$ cat src/rtl/eoc_pkg.sv
// Shared record codes, record width and FSM states for the EOC readout.
// Imported by eoc_fifo and eoc_readout.
package eoc_pkg;

   localparam int REC_W = 49;

   localparam logic [1:0] REC_HDR = 2'b01;
   localparam logic [1:0] REC_HIT = 2'b10;
   localparam logic [1:0] REC_TRL = 2'b11;

   localparam logic [2:0] TK_PEND = 3'b111;

   typedef enum logic [2:0] {
      S_IDLE,
      S_HEADER,
      S_WAIT_TK,
      S_STROBE,
      S_HOLD,
      S_CAPTURE,
      S_TRAILER
   } state_e;

endpackage

$ cat src/rtl/eoc_fifo.sv
// Show-ahead FIFO: dout shows the oldest word while not empty, else 0.
// Ports: clock, reset, wr_en/din push, rd_en pop, dout, empty, full.
import eoc_pkg::*;

module eoc_fifo #(
   parameter int WIDTH = REC_W,
   parameter int DEPTH = 8
) (
   input  logic             clock,
   input  logic             reset,
   input  logic             wr_en,
   input  logic [WIDTH-1:0] din,
   input  logic             rd_en,
   output logic [WIDTH-1:0] dout,
   output logic             empty,
   output logic             full
);

   localparam int AW = $clog2(DEPTH);

   logic [WIDTH-1:0] mem [DEPTH];
   logic [AW-1:0]    wr_ptr;
   logic [AW-1:0]    rd_ptr;
   logic [AW:0]      count;
   logic             do_wr;
   logic             do_rd;

   assign empty = (count == '0);
   assign full  = (count == (AW+1)'(DEPTH));
   assign do_rd = rd_en && !empty;
   // a push at full is legal only when a pop frees the slot
   assign do_wr = wr_en && (!full || do_rd);
   assign dout  = empty ? '0 : mem[rd_ptr];

   always_ff @(posedge clock) begin
      if (do_wr) mem[wr_ptr] <= din;
   end

   always_ff @(posedge clock or posedge reset) begin
      if (reset) begin
         wr_ptr <= '0;
         rd_ptr <= '0;
         count  <= '0;
      end else begin
         if (do_wr) wr_ptr <= wr_ptr + 1'b1;
         if (do_rd) rd_ptr <= rd_ptr + 1'b1;
         case ({do_wr, do_rd})
            2'b10:   count <= count + 1'b1;
            2'b01:   count <= count - 1'b1;
            default: count <= count;
         endcase
      end
   end

endmodule

$ cat src/rtl/eoc_readout.sv
// End-of-column trigger readout: header, strobed hits, trailer into FIFO.
// Ports: trig handshake, TrigIdReq/read to columns, tk+hamm in, FIFO out.
import eoc_pkg::*;

module eoc_readout #(
   parameter int FIFO_DEPTH = 8,
   parameter int MAX_HITS   = 255,
   parameter int TK_TIMEOUT = 15
) (
   input  logic             clock,
   input  logic             reset,
   input  logic             trig_valid,
   input  logic [3:0]       trig_id,
   output logic             trig_ready,
   output logic [3:0]       TrigIdReq,
   output logic             read,
   input  logic [2:0]       tk,
   input  logic [11:0]      row_hamm,
   input  logic [9:0]       clm_hamm,
   input  logic [24:0]      data_hamm,
   input  logic             fifo_rd,
   output logic [REC_W-1:0] fifo_dout,
   output logic             fifo_empty,
   output logic             fifo_full
);

   localparam logic [15:0] MAX_W = 16'(MAX_HITS);
   localparam logic [15:0] TO_W  = 16'(TK_TIMEOUT);

   state_e           state;
   logic [15:0]      hit_cnt;
   logic [15:0]      timer;
   logic             timeout_f;
   logic             overflow_f;
   logic             push;
   logic [REC_W-1:0] push_data;

   assign trig_ready = (state == S_IDLE);

   always_comb begin
      push      = 1'b0;
      push_data = '0;
      case (state)
         S_HEADER: begin
            push      = !fifo_full;
            push_data = {REC_HDR, 43'b0, TrigIdReq};
         end
         S_CAPTURE: begin
            push      = !fifo_full;
            push_data = {REC_HIT, clm_hamm, row_hamm, data_hamm};
         end
         S_TRAILER: begin
            push      = !fifo_full;
            push_data = {REC_TRL, 29'b0, timeout_f, overflow_f, hit_cnt};
         end
         default: ;
      endcase
   end

   // read is set on entry to STROBE and cleared on entry to CAPTURE,
   // giving one two-cycle pulse per hit
   always_ff @(posedge clock or posedge reset) begin
      if (reset) begin
         state      <= S_IDLE;
         read       <= 1'b0;
         TrigIdReq  <= '0;
         hit_cnt    <= '0;
         timer      <= '0;
         timeout_f  <= 1'b0;
         overflow_f <= 1'b0;
      end else begin
         case (state)
            S_IDLE: begin
               if (trig_valid) begin
                  TrigIdReq  <= trig_id;
                  hit_cnt    <= '0;
                  timer      <= '0;
                  timeout_f  <= 1'b0;
                  overflow_f <= 1'b0;
                  state      <= S_HEADER;
               end
            end
            S_HEADER: begin
               if (!fifo_full) state <= S_WAIT_TK;
            end
            S_WAIT_TK: begin
               if (tk == TK_PEND) begin
                  read  <= 1'b1;
                  state <= S_STROBE;
               end else if (hit_cnt != '0) begin
                  // token gone after at least one hit: column drained
                  state <= S_TRAILER;
               end else begin
                  timer <= timer + 16'd1;
                  if (timer + 16'd1 == TO_W) begin
                     timeout_f <= 1'b1;
                     state     <= S_TRAILER;
                  end
               end
            end
            S_STROBE: state <= S_HOLD;
            S_HOLD: begin
               read  <= 1'b0;
               state <= S_CAPTURE;
            end
            S_CAPTURE: begin
               if (!fifo_full) begin
                  hit_cnt <= hit_cnt + 16'd1;
                  timer   <= '0;
                  if (hit_cnt + 16'd1 == MAX_W) begin
                     overflow_f <= 1'b1;
                     state      <= S_TRAILER;
                  end else begin
                     state <= S_WAIT_TK;
                  end
               end
            end
            S_TRAILER: begin
               if (!fifo_full) state <= S_IDLE;
            end
            default: state <= S_IDLE;
         endcase
      end
   end

   eoc_fifo #(
      .WIDTH (REC_W),
      .DEPTH (FIFO_DEPTH)
   ) u_fifo (
      .clock (clock),
      .reset (reset),
      .wr_en (push),
      .din   (push_data),
      .rd_en (fifo_rd),
      .dout  (fifo_dout),
      .empty (fifo_empty),
      .full  (fifo_full)
   );

endmodule

$ cat config.mk
export PLATFORM = sky130hd
export DESIGN_NAME = eoc_readout
export DESIGN_NICKNAME = d
export VERILOG_FILES = /design/src/rtl/eoc_pkg.sv /design/src/rtl/eoc_fifo.sv /design/src/rtl/eoc_readout.sv
export SDC_FILE = /design/constraint.sdc
export NUM_CORES = 1
export LEC_CHECK = 0
export CORE_MARGIN = 10
export CORE_UTILIZATION = 40
export CTS_BUF_LIST = sky130_fd_sc_hd__clkbuf_8
export DETAILED_ROUTE_END_ITERATION = 7
export GPL_TIMING_DRIVEN = 0
export PLACE_DENSITY = 0.61
export SYNTH_ARGS = -nofsm -noshare
export SYNTH_HDL_FRONTEND = slang
export SYNTH_SLANG_ARGS = --single-unit
$ cat constraint.sdc
create_clock -name clock -period 7.5 [get_ports clock]
set_clock_uncertainty 0.1 [all_clocks]
set_input_delay 1.125 -clock clock [delete_from_list [all_inputs] [get_ports clock]]
set_output_delay 1.125 -clock clock [all_outputs]
set_load 0.05 [all_outputs]
==> results.py, run 1 <==
metrics = {
    "synthesis": {
        "ys_seq_area_frac": 0.705,
        "synthCells": 1078,
        "post_synth.cell_area_avg_um2": 17.2,
        "synth_fp_nets": 1147,
        "synth-edff-count": 392,
        "yosys-top-cells-count": "392 x edfxtp_1, 98 x mux4_2, 81 x nor2_1",
        "muxShareOfSynthArea": 0.154,
        "yosysTopAreaCell": "edfxtp_1",
        "synth_simple_gate_area_frac": 0.0654,
        "postSynth.asyncResetShare": 0.117,
        "synth_top_area_frac": 0.635,
        "synth_compound_area_frac": 0.0403,
        "synth_ff_type": "edfxtp_1",
        "yosys_warnings": 0,
        "ys_ff_latch": 444,
        "netlist_area_mm2": 0.0185,
        "synthXorXnorAreaFrac": 0.00756,
        "synth_cell_types": 58,
        "synthAdderAreaFrac": 0.00783,
        "synth_area_leaders": "edfxtp_1 63%, mux4_2 12%, dfrtp_1 7.0%, mux2i_1 3.1%, nor2_1 1.6%",
        "synth_top_family_by_area": "multiplexers",
        "yosysMostFrequentCell": "edfxtp_1",
    },
    "global_route": {
        "grt_pass1_vias": 10900,
        "overflow": 0,
        "grt_pass1_wl_um": 66400,
        "grt_usage": 0.154,
        "antenna_found_initial": 0,
        "grt_max_degree": 28,
    },
    "cells_and_area": {
        "area_growth_pct": 20.3,
        "final_util": 0.490,
        "layout.nets": 1365,
        "postLayoutCellArea_mm2": 0.0223,
        "drive_gt1_frac": 0.199,
        "fillers": 3839,
    },
    "power_and_ir_drop": {
        "pwr-share-seq": 0.353,
        "clockPowerShare": 0.214,
        "switching_share": 0.391,
        "comb_power_share": 0.433,
        "p_int_w": 0.00568,
        "p_leak_nw": 7.89,
        "peakVddDrop_mv": 0.283,
        "p_switching_w": 0.00364,
        "report.power.total_w": 0.00933,
        "powerDensity_mw_per_mm2": 418,
    },
    "die": {
        "die_w_um": 235,
        "die_area_mm2": 0.0554,
        "start_util": 0.407,
        "fp.coreArea_mm2": 0.0456,
        "ioPinCount": 115,
        "rows": 78,
        "die_y_um": 235,
    },
    "hold_path": {
        "hold_class": "reg2reg",
    },
    "clock_tree": {
        "cts_buffers": 76,
        "clkTransAtPathRegs_ns": 0.06,
        "cts_root_buffer": "clkbuf_8",
        "cts_tree": "done",
        "clock-sinks": 444,
        "clock_path_buffers": 3,
        "postCtsHoldBufs": 0,
        "cts_setup_buffers": 0,
        "clock_latency_ns": 0.64,
        "cts.repair.resized": 0,
        "htreeDepth": 3,
    },
    "setup_path": {
        "cp.arrival_ns": 3.82,
        "cp-start-kind": "flip-flop",
        "timing.critical_path.fanout_max": 10,
        "required_ns": 6.27,
        "end_kind": "output pin",
        "path_class": "reg2out",
    },
    "drt": {
        "wire_per_inst_um": 22.1,
        "drt_iter0_drc": 726,
        "firstDrtPassIters": 5,
        "wl_um": 43300,
        "num_vias": 10500,
        "postRouteAntennaNets": 0,
        "viasPerCell": 5.37,
        "drc": 0,
    },
    "placement": {
        "post-dp-hpwl_um": 28400,
        "gp_congestion": 0.834,
        "placed_area_mm2": 0.0209,
        "port-buffer-count": 114,
    },
    "timing": {
        "finalCritPeriodShare": 0.672,
        "hold_viol_final": 0,
        "fin_worst_hold_slack_ns": 0.407,
        "report.final.slew_viol_count": 0,
        "rsz0062_at_grt": "no",
        "worst_pin_slew_ns": 0.998,
        "post-route-min-period_ns": 5.04,
        "slew_headroom": 0.327,
        "setup_violations": 0,
        "clock.fmax_ghz": 0.198,
    },
    "job": {
        "drv_cap": 0,
    },
    "outcome": {
        "outcome": "complete, no violations",
    },
}
metrics by stage:
step	instances	setup TNS [ns]	worst slack [ns]
CTS	1958	0	2.35
finish	1959	0	2.46
global placement	1792	-178.46	-1.91
floorplan	1078	0	2.12
detailed placement	1818	0	3.07
global route	1958	0	2.24
cell families after synthesis:
logic type,count (synthesis)
flops,444
xor+xnor,16
fa+ha+maj,11
simple gates,241
buf+inv,86
compound gates,118
mux,162
cell type report:
type                    count  area, um^2  share of cell area
flip-flops and latches    444       13100               0.586
multi-input cells         548        5160               0.231
repair buffers            140        1570              0.0702
clock buffers              79        1090              0.0487
well taps                 600         751              0.0336
plain buffers              71         314              0.0141
clock inverters            61         304              0.0136
inverters                  15        57.6             0.00258
diodes                      1        2.50            0.000112
cell usage in the layout, fill, tap and decap left out, drive strengths merged, types with 12 or more instances in the layout:
cell | synthesis | layout
o31ai | 18 | 18
a22o | 12 | 12
mux2i | 58 | 58
o21ai | 49 | 49
clkbuf | 39 | 118
inv | 14 | 46
mux4 | 98 | 98
nor2 | 82 | 82
and2 | 32 | 32
a21oi | 13 | 13
clkinv | 1 | 27
dfrtp | 52 | 52
nand2 | 47 | 47
buf | 32 | 58
nand3 | 19 | 19
edfxtp | 392 | 392
clkdlybuf4s50 | 0 | 114
registers in the layout, indices dropped and copies added (netlist names):
signal,cells
u_fifo.mem,392
hit_cnt,16
timer,16
TrigIdReq,4
u_fifo.count,4
state,3
u_fifo.rd_ptr,3
u_fifo.wr_ptr,3
overflow_f,1
read,1
timeout_f,1
worst paths after layout:
check                                      start                end  slack, ns  depth (start not counted)
max in group asynchronous                  reset         hit_cnt[5]       5.92                          3
min in group asynchronous                  reset          timer[15]       0.79                          2
worst max register to register          state[2]  u_fifo.mem[0][18]       3.83                          9
worst max-delay path            u_fifo.rd_ptr[1]      fifo_dout[47]       2.46                          7
worst min-delay path             u_fifo.count[3]    u_fifo.count[3]       0.41                          1
worst min register to register   u_fifo.count[3]    u_fifo.count[3]       0.41                          1
power by group through the flow:
stage / logic [W] / clock network, W / registers (W)
detailed placement: 0.00412 / 0 / 0.00334
CTS: 0.00413 / 0.00205 / 0.00329
floorplan: 0.00266 / 0 / 0.00338
finish: 0.00404 / 0.00199 / 0.00329
global route: 0.00431 / 0.00217 / 0.00332
global placement: 0.00395 / 0 / 0.00338
worst max-delay path, stage by stage (launching register included):
cell             delay (ns)
dfrtp_1                0.36
clkbuf_1               0.47
clkbuf_1               0.57
buf_2                  0.41
mux4_2                 0.35
mux2i_1                0.24
nor2_1                 0.07
clkdlybuf4s50_1        0.71
metal layers:
layer / global-route usage / wire length [um] / vias up
li1: - / - / 4714
met1: 0.206 / 18800 / 5403
met2: 0.246 / 20700 / 328
met3: 0.0395 / 2910 / 79
met4: 0.0442 / 860 / 0
met5: 0 / 0 / -
(Power assumes the default switching activity.)
==> run 2, diff against run 1 <==
Clock period 7.5 ns to 4.87 ns, I/O delays scaled along.
==> run 2 against run 1 <==
Sequential power grew 54%. Register-to-register slack lost 2.6 ns. Global-route usage shrank 0.20 points. Hold slack gained 0.0027 ns. Via count shrank 0.86%. Combinational power grew 54%. Critical endpoint unchanged.
==> results.py, run 2 (synthesized netlist as in run 1, its figures left out) <==
metrics = {
    "outcome": {
        "outcome": "complete, no violations",
    },
    "clock_tree": {
        "postCtsHoldBufs": 0,
        "clock-sinks": 444,
        "clock_latency_ns": 0.60,
        "cts_tree": "done",
        "cts_root_buffer": "clkbuf_8",
        "cts.repair.resized": 0,
        "cts_setup_buffers": 0,
        "clock_path_buffers": 3,
        "htreeDepth": 3,
        "clkTransAtPathRegs_ns": 0.05,
        "cts_buffers": 75,
    },
    "setup_path": {
        "end_kind": "output pin",
        "path_class": "reg2out",
        "endpoint": "fifo_dout[47]",
        "cp-start-kind": "flip-flop",
        "timing.critical_path.fanout_max": 10,
        "cp.arrival_ns": 3.72,
        "rrSetupSlack_ns": 1.21,
        "r2r_cells": 9,
        "r2r_start": "state[2]",
        "required_ns": 4.04,
        "r2r_end": "u_fifo.mem[0][9]",
        "crit_start": "u_fifo.rd_ptr[1]",
    },
    "die": {
        "start_util": 0.407,
        "die_area_mm2": 0.0554,
        "die_y_um": 235,
        "fp.coreArea_mm2": 0.0456,
        "ioPinCount": 115,
        "die_w_um": 235,
        "rows": 78,
    },
    "drt": {
        "drt_iter0_drc": 853,
        "num_vias": 10400,
        "firstDrtPassIters": 5,
        "wl_met3_um": 2560,
        "wire_per_inst_um": 21.9,
        "drc": 0,
        "route.met2.wl_um": 20800,
        "viasPerCell": 5.34,
        "maxUsedRoutingLayer": "met4",
        "wl_um": 42700,
        "met1_length_um": 18600,
        "postRouteAntennaNets": 0,
    },
    "global_route": {
        "antenna_found_initial": 1,
        "grt_max_degree": 29,
        "grt_usage": 0.152,
        "grt_pass1_wl_um": 65600,
        "overflow": 0,
        "grt_pass1_vias": 10800,
    },
    "hold_path": {
        "hold_class": "reg2reg",
    },
    "timing": {
        "slew_headroom": 0.307,
        "fin_worst_hold_slack_ns": 0.410,
        "worst_pin_slew_ns": 1.03,
        "report.final.slew_viol_count": 0,
        "hold_viol_final": 0,
        "clock.fmax_ghz": 0.220,
        "setup_violations": 0,
        "post-route-min-period_ns": 4.55,
        "finalCritPeriodShare": 0.933,
        "rsz0062_at_grt": "no",
    },
    "power_and_ir_drop": {
        "p_leak_nw": 7.86,
        "powerDensity_mw_per_mm2": 641,
        "peakVddDrop_mv": 0.611,
    },
    "placement": {
        "port-buffer-count": 114,
        "gp_congestion": 0.847,
        "post-dp-hpwl_um": 27700,
    },
    "cells_and_area": {
        "final_util": 0.491,
        "layout_common_cells": "392 x edfxtp_1, 114 x clkdlybuf4s50_1, 98 x mux4_2, 82 x clkbuf_8, 75 x nor2_1",
        "drive_gt1_frac": 0.200,
        "final_common_cell": "edfxtp_1",
        "reg_top3": "u_fifo.mem: 392 flops, hit_cnt: 16 flops, timer: 16 flops",
        "area_growth_pct": 20.6,
        "layout.nets": 1359,
        "largest_reg_flops": 392,
        "regMostFlops": "u_fifo.mem",
    },
    "job": {
        "drv_cap": 0,
    },
}
[run 2: worst min-delay path by stage]
stage	startpoint	end	slack, ns	cells past startpoint
after floorplan	overflow_f	overflow_f	0.35	2
after global placement	u_fifo.count[3]	u_fifo.count[3]	0.37	1
after detailed placement	u_fifo.count[3]	u_fifo.count[3]	0.39	1
after CTS	u_fifo.wr_ptr[0]	u_fifo.wr_ptr[0]	0.41	1
after global routing	u_fifo.count[3]	u_fifo.count[3]	0.45	1
final	u_fifo.wr_ptr[0]	u_fifo.wr_ptr[0]	0.41	1
[run 2: layer usage]
layer | GRT usage | vias up
met5 | 0 | -
met1 | 0.199 | 5334
li1 | - | 4709
met3 | 0.0344 | 60
met4 | 0.0457 | 0
met2 | 0.250 | 330
[run 2: cell type report]
type | count | area (um^2)
fillers | 3837 | 23200
flip-flops and latches | 444 | 13100
multi-input cells | 548 | 5170
repair buffers | 135 | 1590
clock buffers | 81 | 1110
well taps | 600 | 751
plain buffers | 71 | 314
clock inverters | 59 | 278
inverters | 15 | 57.6
diodes | 1 | 2.50
[run 2: report_power, final]
group	switching (W)	internal (W)	total (W)
combinational	0.00391	0.00230	0.00622
clock	0.00149	0.00155	0.00305
sequential	0.000183	0.00489	0.00508
total	0.00559	0.00875	0.0143
[run 2: critical path, cell delays in order, from the launching register on]
cell and delay, ns:
dfrtp_1 0.35, clkbuf_1 0.43, clkbuf_1 0.56, buf_2 0.41
mux4_2 0.36, mux2i_1 0.21, nor2_1 0.06, clkdlybuf4s50_1 0.72
[run 2: per-stage QoR]
| stage | TNS (ns) | cells | setup slack [ns] | total power, W | cell area [um^2] |
|---|---|---|---|---|---|
| floorplan | 0 | 1078 | 0.806 | 0.00930 | 18600 |
| global placement | -637.40 | 1792 | -1.80 | 0.0113 | 20400 |
| detailed placement | 0 | 1813 | 0.808 | 0.0115 | 21000 |
| CTS | 0 | 1953 | 0.131 | 0.0146 | 22400 |
| global route | 0 | 1953 | 0.0507 | 0.0151 | 22400 |
| finish | 0 | 1954 | 0.324 | 0.0143 | 22400 |
==> run 3, diff against run 2 <==
Settings changed: ABC_CLOCK_PERIOD_IN_PS set to 4870.
==> results of run 3 <==
Same layout as run 2: the final DEF is identical, and so are final timing and power.
